File: config.mk
export PLATFORM = sky130hd
export DESIGN_NAME = bcd_score_engine
export DESIGN_NICKNAME = d
export VERILOG_FILES = /design/src/rtl/bcd_score_pkg.sv /design/src/rtl/bcd_seg_decoder.sv /design/src/rtl/bcd_score_engine.sv
export SDC_FILE = /design/constraint.sdc
export NUM_CORES = 1
export LEC_CHECK = 0
export BUFFER_PORTS_ARGS = -buffer_cell sky130_fd_sc_hd__buf_2
export CAP_MARGIN = 20
export CORE_MARGIN = 4
export CORE_UTILIZATION = 53
export CTS_BUF_LIST = sky130_fd_sc_hd__clkbuf_16
export DETAILED_ROUTE_END_ITERATION = 10
export GPL_TIMING_DRIVEN = 0
export PLACE_DENSITY = 0.78
export SETUP_SLACK_MARGIN = 0.5
export SLEW_MARGIN = 25
export SYNTH_ARGS = -nofsm -noshare
export SYNTH_HDL_FRONTEND = slang
export SYNTH_HIERARCHICAL = 1
export SYNTH_SLANG_ARGS = --single-unit
File: constraint.sdc
create_clock -name clock -period 2.9 [get_ports clock]
set_input_delay 0.58 -clock clock [delete_from_list [all_inputs] [get_ports clock]]
set_output_delay 0.58 -clock clock [all_outputs]
set_load 0.03 [all_outputs]
File: src/rtl/bcd_score_pkg.sv
// bcd_score_pkg: shared FSM states, seven-segment table and single-digit BCD adder
package bcd_score_pkg;
  typedef enum logic {IDLE, ADD} state_t;
  localparam logic [6:0] SEG_BLANK = 7'b1111111;
  localparam logic [6:0] SEG_TABLE [10] = '{
    7'b1000000, 7'b1111001, 7'b0100100, 7'b0110000, 7'b0011001,
    7'b0010010, 7'b0000010, 7'b1111000, 7'b0000000, 7'b0010000
  };
  function automatic logic [4:0] bcd_digit_add(input logic [3:0] a, input logic [3:0] b, input logic c);
    logic [4:0] s;
    s = {1'b0, a} + {1'b0, b} + {4'd0, c};
    return (s > 5'd9) ? {1'b1, 4'(s - 5'd10)} : s;
  endfunction
endpackage

File: src/rtl/bcd_seg_decoder.sv
// bcd_seg_decoder: one BCD digit to an active-low {g,f,e,d,c,b,a} pattern, with forced blank
module bcd_seg_decoder
  import bcd_score_pkg::*;
(
  input  logic [3:0] digit,
  input  logic       blank,
  output logic [6:0] seg
);
  always_comb seg = (blank || digit > 4'd9) ? SEG_BLANK : SEG_TABLE[digit];
endmodule

File: src/rtl/bcd_score_engine.sv
// bcd_score_engine: BCD score with digit-serial saturating add, best score and 7-seg outputs.
// Optional LEADING_ZERO_BLANK_EN blanks leading zero digits above digit 0.
module bcd_score_engine
  import bcd_score_pkg::*;
#(
  parameter int DIGITS     = 3,
  parameter int AMT_DIGITS = 2
) (
  input  logic                    clock,
  input  logic                    reset,
  input  logic                    clear,
  input  logic                    add_valid,
  output logic                    add_ready,
  input  logic [4*AMT_DIGITS-1:0] add_bcd,
  output logic                    add_done,
  output logic [4*DIGITS-1:0]     score_bcd,
  output logic [4*DIGITS-1:0]     best_bcd,
  output logic                    saturated,
  output logic [7*DIGITS-1:0]     seg_out
);
  localparam int IW = DIGITS > 1 ? $clog2(DIGITS) : 1;
  localparam logic [IW-1:0] LAST = IW'(DIGITS - 1);
  localparam logic [4*DIGITS-1:0] ALL_NINES = {DIGITS{4'h9}};
  state_t state, state_nx;
  logic [4*DIGITS-1:0] operand, work, work_nx, amt_ext;
  logic [IW-1:0] idx;
  logic [4:0] dsum;
  logic [DIGITS-1:0] blank;
  logic carry, carry_nx, last, accept;
  always_ff @(posedge clock)
    if (reset) state <= IDLE;
    else state <= state_nx;
  always_comb state_nx = clear ? IDLE : (state == IDLE && add_valid) ? ADD : last ? IDLE : state;
  always_comb add_ready = state == IDLE;
  assign last = state == ADD && idx == LAST;
  assign accept = add_valid && add_ready && !clear;
  always_comb begin
    amt_ext = '0;
    for (int j = 0; j < AMT_DIGITS; j++)
      amt_ext[4*j +: 4] = add_bcd[4*j +: 4] > 4'd9 ? 4'd9 : add_bcd[4*j +: 4];
  end
  // only the digit at idx changes this cycle; work holds the partially added score
  always_comb begin
    work_nx = work;
    dsum = '0;
    for (int k = 0; k < DIGITS; k++)
      if (IW'(k) == idx) begin
        dsum = bcd_digit_add(work[4*k +: 4], operand[4*k +: 4], carry);
        work_nx[4*k +: 4] = dsum[3:0];
      end
    carry_nx = dsum[4];
  end
  always_ff @(posedge clock)
    if (reset) begin
      operand <= '0;
      work <= '0;
      idx <= '0;
      carry <= 1'b0;
      score_bcd <= '0;
      best_bcd <= '0;
      saturated <= 1'b0;
      add_done <= 1'b0;
    end else begin
      add_done <= !clear && last;
      if (add_done && score_bcd > best_bcd) best_bcd <= score_bcd;
      if (clear) begin
        score_bcd <= '0;
        saturated <= 1'b0;
      end else if (accept) begin
        operand <= amt_ext;
        work <= score_bcd;
        idx <= '0;
        carry <= 1'b0;
      end else if (state == ADD) begin
        work <= work_nx;
        carry <= carry_nx;
        idx <= idx + IW'(1);
        if (last) begin
          score_bcd <= (carry_nx || saturated) ? ALL_NINES : work_nx;
          saturated <= saturated | carry_nx;
        end
      end
    end
  for (genvar g = 0; g < DIGITS; g++) begin : g_seg
`ifdef LEADING_ZERO_BLANK_EN
    assign blank[g] = (g > 0) && (score_bcd[4*DIGITS-1:4*g] == '0);
`else
    assign blank[g] = 1'b0;
`endif
    bcd_seg_decoder u_dec (
      .digit(score_bcd[4*g +: 4]),
      .blank(blank[g]),
      .seg  (seg_out[7*g +: 7])
    );
  end
endmodule

==> metrics.md, run 1 <==
| Metric | Value |
|---|---|
| Status | finished, final reports clean |
| CTS tree | done |
| Final setup viols | 0 |
| PortBufs | 59 |
| Synth cell types | 67 |
| Detail Placement HPWL | 8.72 mm |
| Post-synth EDFFs | 0 |
| Top-area cell type share of the netlist area | 0.245 |
| Fill count | 570 |
| Final nets | 649 |
| Period utilization | 0.917 |
| Clock buffer count from CTS | 5 |
| Final min period | 2.66 ns |
| Worst rel slew slack | 0.492 |
| Synth area leaders | dfxtp_1, ha_1, a21oi_1 |
| Total Power | 1.66 mW |
| Area of the multi-input gates | 3120 µm² |
| Sequential element share of the synthesized area | 0.245 |
| F_max | 376 MHz |
| Grt ovf | 0 |
| Worst r2r dst | work[5]$_SDFFE_PP0P_ |
| CP max stage delay | 0.45 ns |
| Fin Setup TNS | 0 ns |
| Max Root-Sink Buffers | 2 |
| Worst path top cell family by delay | adder cells |
| Vias in the first global route | 4130 |
| CP max FO | 3 |
| Starting DRT DRC Count | 354 |
| Most used cell, CP | fa_2 |
| CP bufs+invs | 2 |
| IO Count | 60 |
| Startpoint types | flop |
| CP max stage cell | fa_2 |
| Routed WL | 12.7 mm |
| Core area | 7370 µm² |
| Cell Chain, Critical Path | fa_2 -> fa_2 -> xor2_4 -> inv_2 -> ha_4 -> inv_4 -> o22ai_4 -> a222oi_1 -> nand3_2 -> a221o_1 |
| R2r startpoint | carry$_SDFFE_PP0P_ |
| Setup slack, reg-to-reg | 0.24 ns |
| Clock Latency Late Sink | 0.29 ns |
| Vias | 4498 |
| Die W | 95.7 µm |
| Initial Utilization | 0.553 |
| Synth Flop Type | dfxtp_1 |
| Die Y | 95.7 µm |
| Slew Viols, Final | 0 |
| CTS Root Cell | clkbuf_16 |
| Seq. cell area | 1020 µm² |
| Initial antenna violation count | 0 |
| Synth Register Bits | 50 |
| Crit Path Category | flop to flop |
| Final Hold Fails | 0 |
| Mapped Cells | 506 |
| Crit path launch | carry$_SDFFE_PP0P_ |
| Placement Rows | 31 |
| Power density over the cells | 321 nW/µm² |
| First-pass GRT wire length | 19.8 mm |
| Post-route ant nets | 0 |
| Leakage | 2.05 nW |
| Vias/cell | 6.51 |
| Largest net degree at the start of global routing | 16 |
| Area leader, netlist | dfxtp_1 |
| Post-synth ARST share | 0 |
| WP data arrival | 2.84 ns |
| Fraction of layout cells with a size suffix above 1 | 0.272 |
| Min-Delay Path Class | flop to flop |
| CTS Hold Bufs | 0 |
| Max-Cap Viols | 0 |
| Number of remaining DRC errors | 0 |
| Ys Warns | 6 |
| Ant. Diodes | 0 |
| Synthesis-to-layout area growth | 26.6% |
| R2R cell count | 10 |
| Avg Cell Area, Syn | 8.06 µm² |
| Syn Std Cell Area | 4080 µm² |
| Max VDD drop | 0.222 mV |
| Worst setup path endpoint | work[5]$_SDFFE_PP0P_ |
| CP endpoint kind | flop |
| Wire per inst | 18.3 µm |
| WP depth | 10 |
| Reg clk slew, reported paths | 0.07 ns |
| Unrepaired setup endpoints after global routing | true |
| DRT Pass-1 Iters | 6 |
| Critical Path RT | 3.08 ns |
| Die ar. | 9160 µm² |
| Total track usage | 0.269 |
| CTS Sinks | 50 |
| Hold slack | 0.463 ns |
| Finished Core Util | 0.701 |
| H-Tree Depth | 2 |
| Clk_skew | 0.00630 ns |
| Worst Tran Pin Value | 0.757 ns |
| Routability cong. | 0.939 |
-- tightest hold or removal path: stages, from the launching register on --
cell	delay, ns
dfxtp_1	0.32
nand2_1	0.05
a21oi_1	0.05
-- area by class of cell --
cell class | count | share of cell area
buffer | 28 | 0.0276
clock buffer | 5 | 0.0242
clock inverter | 3 | 0.00800
inverter | 40 | 0.0305
multi-input combinational | 390 | 0.604
sequential | 50 | 0.197
tap | 99 | 0.0240
timing repair buffer | 76 | 0.0841
-- placed cells by master, fill, tap and decap left out, types with 6 or more instances in the layout --
cell,Yosys,final
buf_4,0,14
dfxtp_1,50,39
o211ai_1,6,6
a22oi_1,8,8
nand3_1,11,10
nor4_1,9,8
and3_1,7,7
o2111ai_1,14,13
nor3_1,9,6
a21oi_1,44,42
buf_2,1,60
o311ai_0,12,12
ha_1,42,38
inv_1,40,36
nand2b_1,9,7
nand2_1,44,44
dfxtp_2,0,10
nor2_1,28,28
a31oi_1,10,8
o21ai_0,35,31
buf_6,4,7
nor2b_1,8,8
a32oi_1,7,7
clkbuf_1,21,17
-- metal layers --
layer,track usage,vias up,routed length (µm)
met1,0.351,2161,5030
met4,0.0818,0,305
met3,0.0360,32,1090
met2,0.461,229,6240
met5,0,-,0
li1,-,2076,-
-- registers in the layout, summed over array words and instances (netlist names) --
name       flops
best_bcd      12
score_bcd     12
work          12
operand        8
idx            2
add_done       1
carry          1
saturated      1
state          1
-- metrics by stage --
step / setup WS (ns) / instances / area (µm²)
final: 0.240 / 691 / 5160
after detailed placement: 0.118 / 666 / 4560
after global routing: 0.174 / 691 / 5160
after global placement: 0.185 / 666 / 4560
after floorplan: 0.306 / 508 / 4140
after CTS: 0.262 / 682 / 4890
-- report_power, final --
group,switching (mW),total [mW],internal (mW)
Combinational,0.177,0.284,0.108
Sequential,0.00969,0.705,0.696
Clock,0.261,0.665,0.404
-- how the worst min path moves through the flow --
stage	startpoint	cells past startpoint	endpoint	slack (ns)
finish	operand[2]$_SDFFE_PP0P_	2	operand[2]$_SDFFE_PP0P_	0.46
global route	operand[6]$_SDFFE_PP0P_	2	operand[6]$_SDFFE_PP0P_	0.48
CTS	operand[2]$_SDFFE_PP0P_	2	operand[2]$_SDFFE_PP0P_	0.46
detailed placement	operand[2]$_SDFFE_PP0P_	2	operand[2]$_SDFFE_PP0P_	0.46
global placement	operand[2]$_SDFFE_PP0P_	2	operand[2]$_SDFFE_PP0P_	0.45
floorplan	operand[2]$_SDFFE_PP0P_	2	operand[2]$_SDFFE_PP0P_	0.44
-- Yosys cell counts (9+ instances only) --
| cell | instances |
|---|---|
| nor3_1 | 9 |
| o2111ai_1 | 14 |
| inv_1 | 40 |
| nand3_1 | 11 |
| nand2_1 | 44 |
| ha_1 | 42 |
| dfxtp_1 | 50 |
| o311ai_0 | 12 |
| clkbuf_1 | 21 |
| nor4_1 | 9 |
| o21ai_0 | 35 |
| a31oi_1 | 10 |
| a21oi_1 | 44 |
| nor2_1 | 28 |
| nand2b_1 | 9 |
-- kinds of logic after synthesis --
family	share of synthesized area
compound gates	0.335
simple gates	0.177
buf+inv	0.0705
flops	0.245
fa+ha+maj	0.148
mux	0.0123
xor+xnor	0.0104
other cells	0.000919
-- timing repair --
action / 4_1_cts / 5_1_grt
buffers inserted: 8 / 9
endpoints found under the setup margin: 46 / 46
gates resized for setup: 28 / 41
pin swaps: 10 / 13
(Power assumes the default switching activity.)
==> run 2, diff against run 1 <==
--- a/config.mk
+++ b/config.mk
@@ -12,7 +12,8 @@
 export CTS_BUF_LIST = sky130_fd_sc_hd__clkbuf_16
 export DETAILED_ROUTE_END_ITERATION = 10
 export GPL_TIMING_DRIVEN = 0
-export PLACE_DENSITY = 0.78
+export MAX_ROUTING_LAYER = met4
+export PLACE_DENSITY = 0.82
 export SETUP_SLACK_MARGIN = 0.5
 export SLEW_MARGIN = 25
 export SYNTH_ARGS = -nofsm -noshare
==> run 2 against run 1 <==
Net effect:
- routed wire length shrank 1.4%
- largest power group unchanged
- die area is the same
- via count shrank 0.87%
- cell count shrank 0.58%
- sequential cell count is the same
- clock-buffer cell count is the same
- highest routed layer unchanged
- register-to-register slack lost 0.06 ns
- combinational power shrank 5%
- power shrank 3.8%
- first-iteration DRC count grew 26%
==> metrics.md, run 2 (same netlist as run 1, synthesis figures left out) <==
| Metric | Value |
|---|---|
| Final nets | 645 (was 649) |
| Area of the multi-input gates | 3010 µm² (was 3120 µm²) |
| Final Hold Fails | 0 (unchanged) |
| Seq. cell area | 1020 µm² (about the same) |
| Min-Delay Path Class | flop to flop (unchanged) |
| CTS tree | done (unchanged) |
| Wire per inst | 18.2 µm (was 18.3 µm) |
| CTS Sinks | 50 (unchanged) |
| DRT Pass-1 Iters | 6 (unchanged) |
| Setup WS pre-CTS | 0.0856 ns (was 0.118 ns) |
| Hold slack | 0.470 ns (was 0.463 ns) |
| Clock Latency Late Sink | 0.30 ns (was 0.29 ns) |
| Worst r2r dst | score_bcd[1]$_SDFFE_PP0P_ (was work[5]$_SDFFE_PP0P_) |
| Most common cell after layout, fill and taps aside | buf_2 (unchanged) |
| PortBufs | 59 (unchanged) |
| Fin Setup TNS | 0 ns (unchanged) |
| Period utilization | 0.937 (was 0.917) |
| Total track usage | 0.271 (was 0.269) |
| F_max | 368 MHz (was 376 MHz) |
| Max VDD drop | 0.260 mV (was 0.222 mV) |
| CP endpoint kind | flop (unchanged) |
| Die ar. | 9160 µm² (unchanged) |
| Grt ovf | 0 (unchanged) |
| Routed WL | 12.5 mm (was 12.7 mm) |
| Most used cell, CP | fa_2 (unchanged) |
| Final min period | 2.72 ns (was 2.66 ns) |
| Commonest non-fill, non-tap cells in the layout | buf_2, nand2_1, a21oi_1, ha_1, inv_1 (was buf_2, nand2_1, a21oi_1, dfxtp_1, ha_1) |
| Crit path launch | operand[0]$_SDFFE_PP0P_ (was carry$_SDFFE_PP0P_) |
| Clk_skew | 0.0119 ns (was 0.00630 ns) |
| Vias | 4459 (was 4498) |
| CTS Root Cell | clkbuf_16 (unchanged) |
| R2r startpoint | operand[0]$_SDFFE_PP0P_ (was carry$_SDFFE_PP0P_) |
| Initial Utilization | 0.553 (unchanged) |
| Starting DRT DRC Count | 445 (was 354) |
| Power density over the cells | 318 nW/µm² (was 321 nW/µm²) |
| Die W | 95.7 µm (unchanged) |
| Design Area, Final | 5010 µm² (was 5160 µm²) |
| CP max FO | 2 (was 3) |
| Worst hold path depth | 2 (unchanged) |
| Die Y | 95.7 µm (unchanged) |
| Leakage | 2.02 nW (was 2.05 nW) |
| Fill count | 618 (was 570) |
| IO Count | 60 (unchanged) |
| Reg clk slew, reported paths | 0.08 ns (was 0.07 ns) |
| Biggest regs | best_bcd: 12 flops, score_bcd: 12 flops, work: 12 flops (unchanged) |
| Final setup viols | 0 (unchanged) |
| Synthesis-to-layout area growth | 22.8% (was 26.6%) |
| WP depth | 8 (was 10) |
| Worst Tran Pin Value | 0.698 ns (was 0.757 ns) |
| Worst rel slew slack | 0.535 (was 0.492) |
| Setup slack, reg-to-reg | 0.18 ns (was 0.24 ns) |
| CP max stage cell | a2111oi_1 (was fa_2) |
| Startpoint types | flop (unchanged) |
| Worst path top cell family by delay | compound AO/OA/AOI/OAI gates (was adder cells) |
| Critical Path RT | 3.14 ns (was 3.08 ns) |
| Placement Rows | 31 (unchanged) |
| Placed instance area | 4560 µm² (unchanged) |
| Number of remaining DRC errors | 0 (unchanged) |
| Setup ws final | 0.184 ns (was 0.240 ns) |
| Crit Path Category | flop to flop (unchanged) |
| CP max stage delay | 0.54 ns (was 0.45 ns) |
| Slew Viols, Final | 0 (unchanged) |
| Cell Chain, Critical Path | fa_2 -> fa_2 -> buf_4 -> a21o_2 -> a2111oi_1 -> o21ai_0 -> nand3_1 -> a32o_1 (was fa_2 -> fa_2 -> xor2_4 -> inv_2 -> ha_4 -> inv_4 -> o22ai_4 -> a222oi_1 -> nand3_2 -> a221o_1) |
| Status | finished, final reports clean (unchanged) |
| Post-route ant nets | 0 (unchanged) |
| Vias in the first global route | 4101 (was 4130) |
| R2R cell count | 8 (was 10) |
| Unrepaired setup endpoints after global routing | true (unchanged) |
| First-pass GRT wire length | 19.3 mm (was 19.8 mm) |
| Max Root-Sink Buffers | 2 (unchanged) |
| Largest net degree at the start of global routing | 18 (was 16) |
| Core area | 7370 µm² (unchanged) |
| CP bufs+invs | 1 (was 2) |
| Worst setup path endpoint | score_bcd[1]$_SDFFE_PP0P_ (was work[5]$_SDFFE_PP0P_) |
| Ant. Diodes | 0 (unchanged) |
| Vias/cell | 6.49 (was 6.51) |
| Routability cong. | 0.992 (was 0.939) |
| Detail Placement HPWL | 8.77 mm (was 8.72 mm) |
| WP data arrival | 2.96 ns (was 2.84 ns) |
| Max-Cap Viols | 0 (unchanged) |
| Fraction of layout cells with a size suffix above 1 | 0.265 (was 0.272) |
| Initial antenna violation count | 0 (unchanged) |
| H-Tree Depth | 2 (unchanged) |
| Clock buffer count from CTS | 5 (unchanged) |
==> run 2: area by class of cell <==
| type | instances | area share |
|---|---|---|
| plain buffers | 28 | 0.0302 |
| repair buffers | 72 | 0.0792 |
| well taps | 99 | 0.0247 |
| inverters | 40 | 0.0305 |
| clock inverters | 3 | 0.00475 |
| clock buffers | 5 | 0.0250 |
| flip-flops and latches | 50 | 0.204 |
| multi-input cells | 390 | 0.601 |
==> run 2: worst min-delay path by stage <==
stage          slack (ns)               startpoint                 endpoint
6_report             0.47  operand[7]$_SDFFE_PP0P_  operand[7]$_SDFFE_PP0P_
5_1_grt              0.50     work[4]$_SDFFE_PP0P_     work[4]$_SDFFE_PP0P_
4_1_cts              0.47  operand[7]$_SDFFE_PP0P_  operand[7]$_SDFFE_PP0P_
3_5_place_dp         0.46  operand[7]$_SDFFE_PP0P_  operand[7]$_SDFFE_PP0P_
3_3_place_gp         0.45  operand[2]$_SDFFE_PP0P_  operand[2]$_SDFFE_PP0P_
2_1_floorplan        0.44  operand[2]$_SDFFE_PP0P_  operand[2]$_SDFFE_PP0P_
==> run 2: worst min-delay path, stage by stage, from the launching register on <==
cell and delay (ns):
dfxtp_1 0.32, nand2_1 0.05, a21oi_1 0.05
==> run 2: layer usage <==
metal / vias up / part of all wire / GRT usage / wire length (µm)
met1: 2114 / 0.39 / 0.326 / 4920
met3: 42 / 0.077 / 0.0407 / 961
met5: - / 0 / - / 0
li1: 2065 / - / - / -
met2: 238 / 0.50 / 0.462 / 6230
met4: 0 / 0.030 / 0.0960 / 375
==> run 2: report_power, final <==
| group | total [mW] | internal [mW] | switching, mW | leakage [nW] |
|---|---|---|---|---|
| sequential | 0.706 | 0.696 | 0.0106 | 0.412 |
| clock | 0.615 | 0.324 | 0.291 | 0.0664 |
| combinational | 0.270 | 0.100 | 0.170 | 1.54 |
| total | 1.59 | 1.12 | 0.472 | 2.02 |
==> run 2: timing repair <==
action                                  in CTS  in global routing
resized for setup                           25                 39
endpoints found under the setup margin      46                 38
pin swaps                                   17                 19
hold buffers                                 0                  0
setup buffers                                9                  4
==> run 2: stage by stage <==
stage                     instances  power, mW  utilization
after floorplan                 508      0.880            -
after global placement          666      0.935        0.619
after detailed placement        666      0.942        0.619
after CTS                       683       1.55        0.658
after global routing            687       1.62        0.680
final                           687       1.59        0.680
==> run 3, diff against run 2 <==
--- a/config.mk
+++ b/config.mk
@@ -5,12 +5,12 @@
 export SDC_FILE = /design/constraint.sdc
 export NUM_CORES = 1
 export LEC_CHECK = 0
-export BUFFER_PORTS_ARGS = -buffer_cell sky130_fd_sc_hd__buf_2
 export CAP_MARGIN = 20
 export CORE_MARGIN = 4
-export CORE_UTILIZATION = 53
+export CORE_UTILIZATION = 59
 export CTS_BUF_LIST = sky130_fd_sc_hd__clkbuf_16
 export DETAILED_ROUTE_END_ITERATION = 10
+export DONT_BUFFER_PORTS = 1
 export GPL_TIMING_DRIVEN = 0
 export MAX_ROUTING_LAYER = met4
 export PLACE_DENSITY = 0.82
==> constraint.sdc (replaced) <==
create_clock -name clock -period 2.9 [get_ports clock]
set_input_delay 0.145 -clock clock [delete_from_list [all_inputs] [get_ports clock]]
set_output_delay 0.145 -clock clock [all_outputs]
set_load 0.03 [all_outputs]
==> run 3 against run 2 <==
Net effect:
- sequential cell count is the same
- critical endpoint is now score_bcd[5]$_SDFFE_PP0P_
- critical path depth is the same
- highest routed layer unchanged
- sequential power is essentially flat
- first-iteration DRC count shrank 16%
- combinational power shrank 4%
- non-clock buffer count shrank 49
- sequential share of layout area grew 0.87 points
- design area shrank 2.2%
- critical path type unchanged
- core utilization grew 4.5 points
==> metrics.md, run 3 (same netlist as run 1, synthesis figures left out) <==
| Metric | Value |
|---|---|
| Worst r2r dst | score_bcd[5]$_SDFFE_PP0P_ (was score_bcd[1]$_SDFFE_PP0P_) |
| Reg clk slew, reported paths | 0.07 ns (was 0.08 ns) |
| DRT Pass-1 Iters | 6 (unchanged) |
| CP max stage delay | 0.45 ns (was 0.54 ns) |
| Initial antenna violation count | 0 (unchanged) |
| Vias/cell | 6.91 (was 6.49) |
| Vias | 4275 (was 4459) |
| Vias in the first global route | 4054 (was 4101) |
| Die W | 91.1 µm (was 95.7 µm) |
| Seq. cell area | 1040 µm² (was 1020 µm²) |
| Grt ovf | 0 (unchanged) |
| Final nets | 596 (was 645) |
| Initial Utilization | 0.604 (was 0.553) |
| Clk_skew | 0.00629 ns (was 0.0119 ns) |
| Clock Latency Late Sink | 0.29 ns (was 0.30 ns) |
| CTS tree | done (unchanged) |
| Synthesis-to-layout area growth | 20.1% (was 22.8%) |
| Post-route ant nets | 0 (unchanged) |
| Area of the multi-input gates | 3130 µm² (was 3010 µm²) |
| Fill count | 523 (was 618) |
| Min-delay src | add_bcd[4] (was operand[7]$_SDFFE_PP0P_) |
| Total track usage | 0.295 (was 0.271) |
| Largest net degree at the start of global routing | 16 (was 18) |
| Final min period | 2.68 ns (was 2.72 ns) |
| Worst Tran Pin Value | 0.940 ns (was 0.698 ns) |
| Cell Chain, Critical Path | fa_2 -> fa_2 -> buf_4 -> a21o_1 -> a2111oi_4 -> o21ai_0 -> nand3_1 -> a32o_1 (was fa_2 -> fa_2 -> buf_4 -> a21o_2 -> a2111oi_1 -> o21ai_0 -> nand3_1 -> a32o_1) |
| IO Count | 60 (unchanged) |
| PortBufs | 0 (was 59) |
| Max Root-Sink Buffers | 2 (unchanged) |
| Number of remaining DRC errors | 0 (unchanged) |
| Status | finished, final reports clean (unchanged) |
| Unrepaired setup endpoints after global routing | true (unchanged) |
| Worst rel slew slack | 0.367 (was 0.535) |
| Die Y | 91.1 µm (was 95.7 µm) |
| CP max stage cell | fa_2 (was a2111oi_1) |
| R2R cell count | 8 (unchanged) |
| Worst hold path depth | 2 (unchanged) |
| Max VDD drop | 0.310 mV (was 0.260 mV) |
| Routed WL | 12.4 mm (was 12.5 mm) |
| Max-Cap Viols | 0 (unchanged) |
| Detail Placement HPWL | 8.61 mm (was 8.77 mm) |
| Wire per inst | 20.1 µm (was 18.2 µm) |
| Final Hold Fails | 0 (unchanged) |
| R2r startpoint | carry$_SDFFE_PP0P_ (was operand[0]$_SDFFE_PP0P_) |
| Clock buffer count from CTS | 5 (unchanged) |
| Biggest regs | best_bcd: 12 flops, score_bcd: 12 flops, work: 12 flops (unchanged) |
| CTS Root Cell | clkbuf_16 (unchanged) |
| Critical Path RT | 3.13 ns (was 3.14 ns) |
| Crit Path Category | flop to flop (unchanged) |
| Ant. Diodes | 0 (unchanged) |
| Setup slack, reg-to-reg | 0.22 ns (was 0.18 ns) |
| Metal-1 WL | 4.77 mm (was 4.92 mm) |
| CP endpoint kind | flop (unchanged) |
| Min-Delay Path Class | primary input to flop (was flop to flop) |
| Met3 Wirelength | 1.07 mm (was 961 µm) |
| F_max | 373 MHz (was 368 MHz) |
| Core area | 6760 µm² (was 7370 µm²) |
| Startpoint types | flop (unchanged) |
| Die ar. | 8310 µm² (was 9160 µm²) |
| Final setup viols | 0 (unchanged) |
| Most common cell after layout, fill and taps aside | nand2_1 (was buf_2) |
| CP max FO | 3 (was 2) |
| Starting DRT DRC Count | 375 (was 445) |
| Leakage | 1.81 nW (was 2.02 nW) |
| Met2 wire length | 6.14 mm (was 6.23 mm) |
| Endpoint, Worst Hold | operand[4]$_SDFFE_PP0P_ (was operand[7]$_SDFFE_PP0P_) |
| Fin Setup TNS | 0 ns (unchanged) |
| Top sig layer | met4 (unchanged) |
| Fraction of layout cells with a size suffix above 1 | 0.228 (was 0.265) |
| Routability cong. | 1.01 (was 0.992) |
| CTS Sinks | 50 (unchanged) |
| Crit path launch | carry$_SDFFE_PP0P_ (was operand[0]$_SDFFE_PP0P_) |
| First-pass GRT wire length | 19.8 mm (was 19.3 mm) |
| H-Tree Depth | 2 (unchanged) |
| Finished Core Util | 0.725 (was 0.680) |
| Most used cell, CP | fa_2 (unchanged) |
| Slew Viols, Final | 0 (unchanged) |
| WP data arrival | 2.91 ns (was 2.96 ns) |
| Period utilization | 0.925 (was 0.937) |
| Power density over the cells | 314 nW/µm² (was 318 nW/µm²) |
| Placement Rows | 30 (was 31) |
| Commonest non-fill, non-tap cells in the layout | nand2_1, a21oi_1, ha_1, inv_1, o21ai_0 (was buf_2, nand2_1, a21oi_1, ha_1, inv_1) |
==> run 3: cell types whose count changed in the layout (fill, tap and decap cells not counted), moves of 3 or more <==
cell,before,now
o311ai_0,12,9
buf_4,14,21
clkbuf_2,4,7
dlygate4sd3_1,0,3
ha_1,40,36
buf_2,59,1
dfxtp_1,34,24
dfxtp_2,15,22
dfxtp_4,1,4
o311ai_1,0,3
==> run 3: report_power, final <==
part | total (mW) | switching (mW) | internal [mW] | leakage (nW)
combinational | 0.258 | 0.165 | 0.0928 | 1.32
sequential | 0.703 | 0.0102 | 0.693 | 0.419
clock | 0.576 | 0.260 | 0.316 | 0.0672
total | 1.54 | 0.436 | 1.10 | 1.81
==> run 3: timing repair <==
action / CTS / global route
endpoints found under the hold margin: 3 / 0
pin swaps: 14 / 18
setup buffers: 11 / 9
hold buffers: 3 / 0
resized for setup: 44 / 55
setup endpoints to repair: 44 / 34
==> run 3: worst max-delay path: cells and delay by family (launching register included) <==
| kind | cells | cell delay [ns] |
|---|---|---|
| AOI/OAI and AO/OA | 4 | 1.00 |
| adders and majority gates | 2 | 0.86 |
| DFF | 1 | 0.37 |
| and+or+nand+nor | 1 | 0.23 |
| buffers and inverters | 1 | 0.16 |
==> run 3: worst max-delay path by stage <==
stage | end | slack [ns] | cells after the start
floorplan | score_bcd[2]$_SDFFE_PP0P_ | 0.31 | 10
detailed placement | score_bcd[0]$_SDFFE_PP0P_ | 0.11 | 8
finish | score_bcd[5]$_SDFFE_PP0P_ | 0.22 | 8
global route | work[1]$_SDFFE_PP0P_ | 0.15 | 10
global placement | score_bcd[0]$_SDFFE_PP0P_ | 0.18 | 8
CTS | work[5]$_SDFFE_PP0P_ | 0.25 | 10
==> run 3: area by class of cell <==
class / instances / share of cell area
Inverter: 40 / 0.0312
Clock inverter: 3 / 0.00332
Clock buffer: 5 / 0.0255
Tap cell: 80 / 0.0204
Timing Repair Buffer: 23 / 0.0368
Multi-Input combinational cell: 390 / 0.639
Sequential cell: 50 / 0.213
Buffer: 28 / 0.0304
==> run 3: layer usage <==
| metal | vias to the layer above | track usage |
|---|---|---|
| met5 | - | - |
| met3 | 51 | 0.0456 |
| met4 | 0 | 0.0905 |
| met2 | 261 | 0.511 |
| li1 | 1967 | - |
| met1 | 1996 | 0.351 |
==> run 3: metrics by stage <==
step	hold slack [ns]	setup WS [ns]	instance area, µm²	std cells	power, mW
6_report	0.00258	0.219	4900	619	1.54
3_3_place_gp	0.288	0.177	4240	588	0.913
5_1_grt	0.0148	0.148	4900	619	1.59
2_1_floorplan	0.281	0.306	4140	508	0.880
3_5_place_dp	0.298	0.109	4240	588	0.920
4_1_cts	0.000261	0.249	4620	610	1.51
